$ cat src/rtl/float_accum_seq_bf16_if.sv
// rtl/float_accum_seq_bf16_if.sv - element stream, adder operand/result and reduced-output signal bundle
//
// Purpose: groups every handshake and data signal of float_accum_seq_bf16
// except clock and reset.
//   slave  : the sequencer side (element sink, adder operand source, result source)
//   master : the surrounding side (element source, adder, result sink)
// Signals:
//   in_data/in_valid/in_last/in_ready : bf16 element stream
//   add_a/add_b/add_req               : operand pair issued to the external adder
//   add_y/add_valid                   : adder result
//   out_data/out_count/out_valid/out_ready : reduced sum and element count
interface float_accum_seq_bf16_if #(
    parameter int CNT_W = 4
);
    logic [15:0]      in_data;
    logic             in_valid;
    logic             in_last;
    logic             in_ready;
    logic [15:0]      add_a;
    logic [15:0]      add_b;
    logic             add_req;
    logic [15:0]      add_y;
    logic             add_valid;
    logic [15:0]      out_data;
    logic [CNT_W-1:0] out_count;
    logic             out_valid;
    logic             out_ready;

    modport slave (
        input  in_data, in_valid, in_last, add_y, add_valid, out_ready,
        output in_ready, add_a, add_b, add_req, out_data, out_count, out_valid
    );

    modport master (
        output in_data, in_valid, in_last, add_y, add_valid, out_ready,
        input  in_ready, add_a, add_b, add_req, out_data, out_count, out_valid
    );
endinterface

$ cat src/rtl/float_accum_seq_bf16.sv
// rtl/float_accum_seq_bf16.sv - streaming bf16 reduction sequencer driving an external bf16 adder
//
// Purpose: accepts VEC_LEN bf16 elements (or fewer, closed by in_last), feeds
// each element plus the running sum to an external adder, captures the adder
// result as the new sum and presents the reduced value with its element count.
// No arithmetic happens here; the first element is loaded bit-exact.
// Ports:
//   clock : rising-edge clock
//   reset : synchronous active-high reset
//   bus   : float_accum_seq_bf16_if.slave (element stream, adder port, result port)
// Optional build macro:
//   FLOAT_ACC_SKIP_ZERO_EN : +/-0 elements after the first bypass the adder (1 cycle each)
module float_accum_seq_bf16 #(
    parameter int VEC_LEN = 8,
    parameter int CNT_W   = $clog2(VEC_LEN + 1)
) (
    input logic                  clock,
    input logic                  reset,
    float_accum_seq_bf16_if.slave bus
);
    typedef enum logic [1:0] {
        IDLE   = 2'd0,
        ACCEPT = 2'd1,
        ADD    = 2'd2,
        DONE   = 2'd3
    } state_t;

    localparam logic [CNT_W-1:0] CNT_MAX = CNT_W'(VEC_LEN);
    localparam logic [CNT_W-1:0] CNT_ONE = CNT_W'(1);

    state_t           state, state_n;
    logic [15:0]      acc, acc_n;
    logic [CNT_W-1:0] cnt, cnt_n;
    logic [CNT_W-1:0] cnt_inc;
    logic             last_q, last_n;
    logic [15:0]      add_a_r, add_a_n;
    logic [15:0]      add_b_r, add_b_n;
    logic [15:0]      out_data_r, out_data_n;
    logic [CNT_W-1:0] out_count_r, out_count_n;
    logic             in_ready_c;
    logic             add_req_c;
    logic             out_valid_c;

    assign cnt_inc = cnt + CNT_ONE;

    always_ff @(posedge clock) begin
        if (reset) begin
            state       <= IDLE;
            acc         <= '0;
            cnt         <= '0;
            last_q      <= 1'b0;
            add_a_r     <= '0;
            add_b_r     <= '0;
            out_data_r  <= '0;
            out_count_r <= '0;
        end else begin
            state       <= state_n;
            acc         <= acc_n;
            cnt         <= cnt_n;
            last_q      <= last_n;
            add_a_r     <= add_a_n;
            add_b_r     <= add_b_n;
            out_data_r  <= out_data_n;
            out_count_r <= out_count_n;
        end
    end

    // out_data/out_count are their own registers, loaded on entry to DONE,
    // so they keep the last result after acc and cnt are cleared.
    always_comb begin
        state_n     = state;
        acc_n       = acc;
        cnt_n       = cnt;
        last_n      = last_q;
        add_a_n     = add_a_r;
        add_b_n     = add_b_r;
        out_data_n  = out_data_r;
        out_count_n = out_count_r;
        in_ready_c  = 1'b0;
        add_req_c   = 1'b0;
        out_valid_c = 1'b0;

        case (state)
            IDLE: begin
                in_ready_c = 1'b1;
                if (bus.in_valid) begin
                    acc_n = bus.in_data;
                    cnt_n = CNT_ONE;
                    if (bus.in_last || (VEC_LEN == 1)) begin
                        state_n     = DONE;
                        out_data_n  = bus.in_data;
                        out_count_n = CNT_ONE;
                    end else begin
                        state_n = ACCEPT;
                    end
                end
            end

            ACCEPT: begin
                in_ready_c = 1'b1;
                if (bus.in_valid) begin
                    cnt_n  = cnt_inc;
                    last_n = bus.in_last || (cnt_inc == CNT_MAX);
`ifdef FLOAT_ACC_SKIP_ZERO_EN
                    if (bus.in_data[14:0] == 15'd0) begin
                        // Adding +/-0 cannot change a non-zero sum; consume it here.
                        if (last_n) begin
                            state_n     = DONE;
                            out_data_n  = acc;
                            out_count_n = cnt_inc;
                        end
                    end else begin
                        add_a_n = acc;
                        add_b_n = bus.in_data;
                        state_n = ADD;
                    end
`else
                    add_a_n = acc;
                    add_b_n = bus.in_data;
                    state_n = ADD;
`endif
                end
            end

            ADD: begin
                add_req_c = 1'b1;
                if (bus.add_valid) begin
                    acc_n = bus.add_y;
                    if (last_q) begin
                        state_n     = DONE;
                        out_data_n  = bus.add_y;
                        out_count_n = cnt;
                    end else begin
                        state_n = ACCEPT;
                    end
                end
            end

            DONE: begin
                out_valid_c = 1'b1;
                if (bus.out_ready) begin
                    acc_n   = '0;
                    cnt_n   = '0;
                    state_n = IDLE;
                end
            end

            default: state_n = IDLE;
        endcase
    end

    // Handshake outputs are forced low while reset is held, whatever the state.
    assign bus.in_ready  = in_ready_c  & ~reset;
    assign bus.add_req   = add_req_c   & ~reset;
    assign bus.out_valid = out_valid_c & ~reset;
    assign bus.add_a     = add_a_r;
    assign bus.add_b     = add_b_r;
    assign bus.out_data  = out_data_r;
    assign bus.out_count = out_count_r;
endmodule

$ cat src/flat_wrapper.sv
// flat-port wrapper written by rule: the top's interface ports become plain ports
module float_accum_seq_bf16_flat 
#(
    parameter int VEC_LEN = 8,
    parameter int CNT_W   = $clog2(VEC_LEN + 1)
)
  (clock, reset, bus_in_data, bus_in_valid, bus_in_last, bus_add_y, bus_add_valid, bus_out_ready, bus_in_ready, bus_add_a, bus_add_b, bus_add_req, bus_out_data, bus_out_count, bus_out_valid);
  float_accum_seq_bf16_if #(.CNT_W(CNT_W)) bus_i ();
  input logic clock;
  input logic reset;
  input wire logic [$bits(bus_i.in_data)-1:0] bus_in_data;
  input wire logic [$bits(bus_i.in_valid)-1:0] bus_in_valid;
  input wire logic [$bits(bus_i.in_last)-1:0] bus_in_last;
  input wire logic [$bits(bus_i.add_y)-1:0] bus_add_y;
  input wire logic [$bits(bus_i.add_valid)-1:0] bus_add_valid;
  input wire logic [$bits(bus_i.out_ready)-1:0] bus_out_ready;
  output wire logic [$bits(bus_i.in_ready)-1:0] bus_in_ready;
  output wire logic [$bits(bus_i.add_a)-1:0] bus_add_a;
  output wire logic [$bits(bus_i.add_b)-1:0] bus_add_b;
  output wire logic [$bits(bus_i.add_req)-1:0] bus_add_req;
  output wire logic [$bits(bus_i.out_data)-1:0] bus_out_data;
  output wire logic [$bits(bus_i.out_count)-1:0] bus_out_count;
  output wire logic [$bits(bus_i.out_valid)-1:0] bus_out_valid;
  assign bus_i.in_data = bus_in_data;
  assign bus_i.in_valid = bus_in_valid;
  assign bus_i.in_last = bus_in_last;
  assign bus_i.add_y = bus_add_y;
  assign bus_i.add_valid = bus_add_valid;
  assign bus_i.out_ready = bus_out_ready;
  assign bus_in_ready = bus_i.in_ready;
  assign bus_add_a = bus_i.add_a;
  assign bus_add_b = bus_i.add_b;
  assign bus_add_req = bus_i.add_req;
  assign bus_out_data = bus_i.out_data;
  assign bus_out_count = bus_i.out_count;
  assign bus_out_valid = bus_i.out_valid;
  float_accum_seq_bf16 #(.VEC_LEN(VEC_LEN), .CNT_W(CNT_W)) u_core (.clock(clock), .reset(reset), .bus(bus_i));
endmodule
$ cat config.mk
export PLATFORM = sky130hd
export DESIGN_NAME = float_accum_seq_bf16_flat
export DESIGN_NICKNAME = d
export VERILOG_FILES = /design/src/rtl/float_accum_seq_bf16_if.sv /design/src/rtl/float_accum_seq_bf16.sv /design/src/flat_wrapper.sv
export SDC_FILE = /design/constraint.sdc
export NUM_CORES = 1
export LEC_CHECK = 0
export ABC_AREA = 1
export CAP_MARGIN = 20
export CORE_MARGIN = 10
export CORE_UTILIZATION = 30
export CTS_BUF_LIST = sky130_fd_sc_hd__clkbuf_4
export CTS_CLUSTER_DIAMETER = 80
export DETAILED_ROUTE_END_ITERATION = 6
export GPL_ROUTABILITY_DRIVEN = 0
export SETUP_SLACK_MARGIN = 0.05
export SLEW_MARGIN = 10
export SYNTH_ARGS = -nofsm -noshare
export SYNTH_HDL_FRONTEND = slang
export SYNTH_SLANG_ARGS = --single-unit
$ cat constraint.sdc
create_clock -name clock -period 2.4 [get_ports clock]
set_clock_uncertainty 0.2 [all_clocks]
set_input_delay 0.6 -clock clock [delete_from_list [all_inputs] [get_ports clock]]
set_output_delay 0.6 -clock clock [all_outputs]
set_load 0.05 [all_outputs]
==> flow_summary.toml, run 1 <==
[timing]
finalSetupViolations = 0
hold-worst-slack_ns = 0.260
hold_viol = 0
fin_ws_ns = 0.137
fin_crit_sh_pct = 94.3
relSlewSlack_pct = 65.2
setup_tns_ns = 0
fin_crit_ns = 2.26
fmax_mhz = 442
slew_viol_final = 0
worstMarginPinSlew_ns = 0.524
rsz0062_at_grt = "false"

[critical_path]
arrival_ns = 1.46
crit_required_ns = 1.60
cp_max_fo = 4
end_kind = "output port"
path_class = "input port to output port"
cpPeakStageDelay_ns = 0.47
cp_slowest_cell = "clkdlybuf4s50_1"
r2r_cells = 6
cp-start-kind = "input port"
worstPathCellList = "clkdlybuf4s50_1, nor2_1, buf_12"

[pwr]
power.share.clock_pct = 22.2
pwr-share-seq_pct = 39.2
power_density_nw_per_um2 = 869
cell_internal_pwr_mw = 2.32
power.leakage_nw = 2.22
p_sw_share_pct = 40.4
peakVddDrop_mv = 0.351
power_mw = 3.89
p_comb_share_pct = 38.6
p_sw_mw = 1.57

[grt]
grt_max_degree = 59
grt_pass1_vias = 3100
grt_pass1_wl_mm = 15.6
grtUsageTotal_pct = 11.9
met1_usage_pct = 14.3
gr-usage-met3_pct = 3.00
busiest_layer = "met2"
overflow = 0
antenna_found_initial = 1
met2_usage_pct = 19.3

[logic_synthesis]
synthArstFlopShare_pct = 0
synthTopCellsByArea = "dfxtp_1 (45%), nand2_1 (13%), o21ai_0 (10%)"
synth_top_area_cell = "dfxtp_1"
ys_ff_latch = 75
synth_flop_cell = "dfxtp_1"
syn_nets = 526
synth_fa_ha_area_share_pct = 0.378
yosysMostFrequentCell = "nand2_1"
syn_area_um2 = 3310
synth_area_per_cell_um2 = 6.80
synth-compound-area-share_pct = 16.6
ys_seq_area_share_pct = 45.4
synth-edff-count = 0
muxShareOfSynthArea_pct = 0
netlist_instances = 487
synth_xor_area_share_pct = 0
synth_top_area_share_pct = 45.4
synthTopCellsByCount = "nand2_1 (118), nor2_1 (76), dfxtp_1 (75)"
synth-simple-area-share_pct = 24.9
synth_top_family_by_area = "simple AND/OR/NAND/NOR gates"
yosys_warnings = 0
yosysUniqueCellTypes = 19

[route]
drtIter0Drc = 207
num_vias = 3215
drt-pass1-iter-count = 4
finalWirelength_mm = 9.47
avgRoutedWirePerCell_um = 13.2
vias_per_cell = 4.47
drc_errors = 0
antenna_left = 0

[place]
pre_cts_ws_ns = 0.143
dpl.hpwl_mm = 7.08
portBuffers = 92

[final_layout]
fin_nets = 612
drive_above_1_share_pct = 8.30
area_growth_pct = 35.3

[clocking]
cts-root-buf = "clkbuf_4"
clock_sinks = 75
h-tree-depth = 3
clk_latency_ns = 0.42
cts_buffer_depth = 2
post_cts_buffers = 0
clkTransAtPathRegs_ns = 0.11
numCtsBuffers = 9
cts_tree = "built"

[die]
row_count = 38
die_height_um = 125
start_util_pct = 30.5
core_um2 = 10800
die_area_um2 = 15600
die_w_um = 125
io_pins = 93

[min_path]
min_path_cells = 2
hp-class = "flip-flop to flip-flop"

[outcome]
status = "completed"

[flow_run]
max_cap_viol_count = 0
## path summary, 6_finish.rpt
check,slack (ns),to,startpoint
max reg2reg,0.62,u_core.bus.out_data[7]$_SDFFE_PP0P_,u_core.state[0]$_SDFFE_PP0P_
min,0.26,u_core.bus.add_a[10]$_SDFFE_PP0P_,u_core.acc[10]$_SDFFE_PP0P_
max,0.14,bus_add_req,reset
min reg2reg,0.26,u_core.bus.add_a[10]$_SDFFE_PP0P_,u_core.acc[10]$_SDFFE_PP0P_
## state kept, by name (all words and copies together) (netlist names)
register / flops
u_core.bus.add_b: 16
u_core.acc: 16
u_core.bus.out_data: 16
u_core.bus.add_a: 16
u_core.bus.out_count: 4
u_core.last_q: 1
u_core.cnt: 4
u_core.state: 2
## area by class of cell
| class | count | area, um2 |
|---|---|---|
| Fill cell | 1147 | 6360 |
| Sequential cell | 75 | 1500 |
| Multi-Input combinational cell | 316 | 1390 |
| Timing Repair Buffer | 102 | 997 |
| Inverter | 69 | 259 |
| Tap cell | 140 | 175 |
| Clock inverter | 6 | 80.1 |
| Clock buffer | 10 | 75.1 |
| Antenna cell | 1 | 2.50 |
## cells by family after synthesis
| group | Yosys count |
|---|---|
| compound gates | 108 |
| fa+ha+maj | 1 |
| buf+inv | 96 |
| flops | 75 |
| simple gates | 207 |
## metrics by stage
| stage | instance area, um2 | util [%] | instances |
|---|---|---|---|
| finish | 4480 | 41.3 | 719 |
| global route | 4480 | 41.3 | 719 |
| CTS | 4470 | 41.3 | 718 |
| detailed placement | 4370 | 40.3 | 702 |
| global placement | 4370 | 40.3 | 702 |
| floorplan | 3310 | - | 487 |
## timing repair
item	in CTS	in global routing
resized for setup	42	1
hold buffers	0	0
setup endpoints to repair	42	1
## power by group through the flow
stage               clock network (mW)  logic (mW)  registers, mW
floorplan                            0       0.654           1.99
global placement                     0        1.56           1.56
detailed placement                   0        1.58           1.56
CTS                              0.902        1.52           1.53
global route                     0.950        1.66           1.55
finish                           0.866        1.50           1.53
## routing by layer
metal	vias up	wire length [um]
li1	1680	-
met1	1443	4320
met2	79	4440
met3	13	518
met4	0	192
met5	-	0
## placed cells by master (no fill, tap or decap), types with 2 or more instances in the layout
master             n
clkdlybuf4s50_1   37
inv_1             66
clkbuf_4          10
buf_4             17
nand2_1          118
dfxtp_1           74
nand4_1            2
a21oi_1           39
o21ai_0           67
buf_12             7
nand3_1            7
clkinv_1           3
bufinv_16          2
inv_2              2
nor2_1            75
nand3_2            2
dlygate4sd2_1     41
## critical path, delay by kind of cell
family        cells  cell delay [ns]
simple gates      1             0.22
buf+inv           2             0.64
Power figures use the tool's default switching activity.
==> run 2, diff against run 1 <==
REMOVE_ABC_BUFFERS = 1   (was unset)
==> run 2 against run 1 <==
  * Critical path depth is the same
  * Register-to-register slack gained 0.15 ns
  * Fmax up 0.28%
  * Worst hold slack got worse by 0.013 ns
  * Sequential cell count stayed put
  * Combinational power barely moved
  * Total power shrank 0.44%
  * Sequential share of layout area is 0.11 points lower
  * Die area unchanged
  * Setup slack better by 0.0064 ns
  * Final area up 0.42%
  * Largest cell class unchanged
==> flow_summary.toml, run 2 (synthesis results as in run 1) <==
[die]
core_um2 = 10800
io_pins = 93
start_util_pct = 30.5
die_w_um = 125
row_count = 38
die_height_um = 125
die_area_um2 = 15600

[critical_path]
worstPathCellList = "clkdlybuf4s50_1, nor2_1, buf_12"
cp_max_fo = 4
cpLargestDelayFamily = "buffers and inverters"
path_buf_inv = 2
arrival_ns = 1.46
cp_slowest_cell = "clkdlybuf4s50_1"
end_kind = "output port"
r2r_setup_slack_ns = 0.77
crit_required_ns = 1.60
cp-start-kind = "input port"
path_class = "input port to output port"
cpPeakStageDelay_ns = 0.47

[grt]
grt_pass1_wl_mm = 15.2
grt_max_degree = 41
grtUsageTotal_pct = 11.5
antenna_found_initial = 0
grt_pass1_vias = 3131
overflow = 0

[pwr]
power.share.clock_pct = 22.4
power_density_nw_per_um2 = 862
p_sw_share_pct = 40.5
p_sw_mw = 1.57
power.leakage_nw = 2.25
p_comb_share_pct = 38.2
pwr-share-seq_pct = 39.3
cell_internal_pwr_mw = 2.31
peakVddDrop_mv = 0.413

[timing]
slew_viol_final = 0
fin_crit_ns = 2.26
fmax_mhz = 443
hold-worst-slack_ns = 0.246
fin_crit_sh_pct = 94.0
worstMarginPinSlew_ns = 0.514
hold_viol = 0
relSlewSlack_pct = 65.9
setup_tns_ns = 0
rsz0062_at_grt = "false"
finalSetupViolations = 0

[clocking]
clock_sinks = 75
numCtsBuffers = 9
cts_tree = "built"
h-tree-depth = 3
cts-root-buf = "clkbuf_4"
postCtsHoldBufs = 0
clkTransAtPathRegs_ns = 0.13
post_cts_buffers = 0
cts_buffer_depth = 2
cts_resized = 53
clk_latency_ns = 0.42

[route]
finalWirelength_mm = 8.86
drc_errors = 0
num_vias = 3173
drtIter0Drc = 164
antenna_left = 0
vias_per_cell = 4.41
avgRoutedWirePerCell_um = 12.3
drt-pass1-iter-count = 4

[final_layout]
fillCellCount = 1157
fin_nets = 614
drive_above_1_share_pct = 7.41
area_growth_pct = 35.9
final_common_cell = "nand2_1"
num_antenna_cells = 0
final_cell_mix = "nand2_1 (118), nor2_1 (75), dfxtp_1 (73)"

[min_path]
hp-class = "flip-flop to flip-flop"

[outcome]
status = "completed"

[place]
portBuffers = 92
dpl.hpwl_mm = 6.38

[flow_run]
max_cap_viol_count = 0
==> run 2: cell types whose count changed in the layout (fill, tap and decap cells not counted), sizes merged <==
cell         before  now
buf              24   16
diode             1    0
dlygate4sd2      41   51
clkinvlp          1    2
inv              68   69
clkinv            4    3
clkbuf           10    9
==> run 2: final cells by class <==
| class | count | area (um2) | share of cell area (%) |
|---|---|---|---|
| tap | 140 | 175 | 3.89 |
| timing repair buffer | 104 | 1010 | 22.5 |
| clock buffer | 9 | 67.6 | 1.50 |
| multi-input combinational | 316 | 1390 | 30.8 |
| sequential | 75 | 1500 | 33.4 |
| inverter | 69 | 259 | 5.76 |
| clock inverter | 7 | 92.6 | 2.06 |
==> run 2: power by group through the flow <==
stage / Clock [mW] / Sequential [mW] / Combinational, mW
after floorplan: 0 / 2.01 / 0.554
after global placement: 0 / 1.56 / 1.56
after detailed placement: 0 / 1.56 / 1.59
after CTS: 0.919 / 1.53 / 1.51
after global routing: 0.957 / 1.55 / 1.65
final: 0.870 / 1.53 / 1.48
==> run 2: final timing paths <==
kind | startpoint | to | depth (start not counted)
setup reg to reg | u_core.state[1]$_SDFFE_PP0P_ | u_core.acc[9]$_SDFFE_PP0P_ | 7
hold reg to reg | u_core.acc[12]$_SDFFE_PP0P_ | u_core.bus.add_a[12]$_SDFFE_PP0P_ | 2
hold / removal | u_core.acc[12]$_SDFFE_PP0P_ | u_core.bus.add_a[12]$_SDFFE_PP0P_ | 2
setup / recovery | reset | bus_out_valid | 3
==> run 2: worst min-delay path: cells and delay by family, from the launching register on <==
family	cells	cell delay, ns
AOI/OAI and AO/OA	1	0.06
buffers and inverters	1	0.06
DFF	1	0.32
==> run 2: layer usage <==
layer | up-vias | wire [um] | GRT usage, %
met5 | - | 0 | 0
met4 | 0 | 29 | 3.12
met3 | 2 | 598 | 5.03
met2 | 74 | 4180 | 18.8
met1 | 1421 | 4050 | 13.3
li1 | 1676 | - | -
==> run 2: metrics by stage <==
stage / area [um2] / std cells / setup WS [ns] / power, mW / util, %
final: 4500 / 720 / 0.143 / 3.88 / 41.5
after global routing: 4500 / 720 / 0.0774 / 4.16 / 41.5
after CTS: 4500 / 720 / 0.103 / 3.95 / 41.5
after detailed placement: 4400 / 704 / 0.155 / 3.15 / 40.6
after global placement: 4400 / 704 / 0.160 / 3.12 / 40.6
after floorplan: 3150 / 460 / -0.349 / 2.56 / -
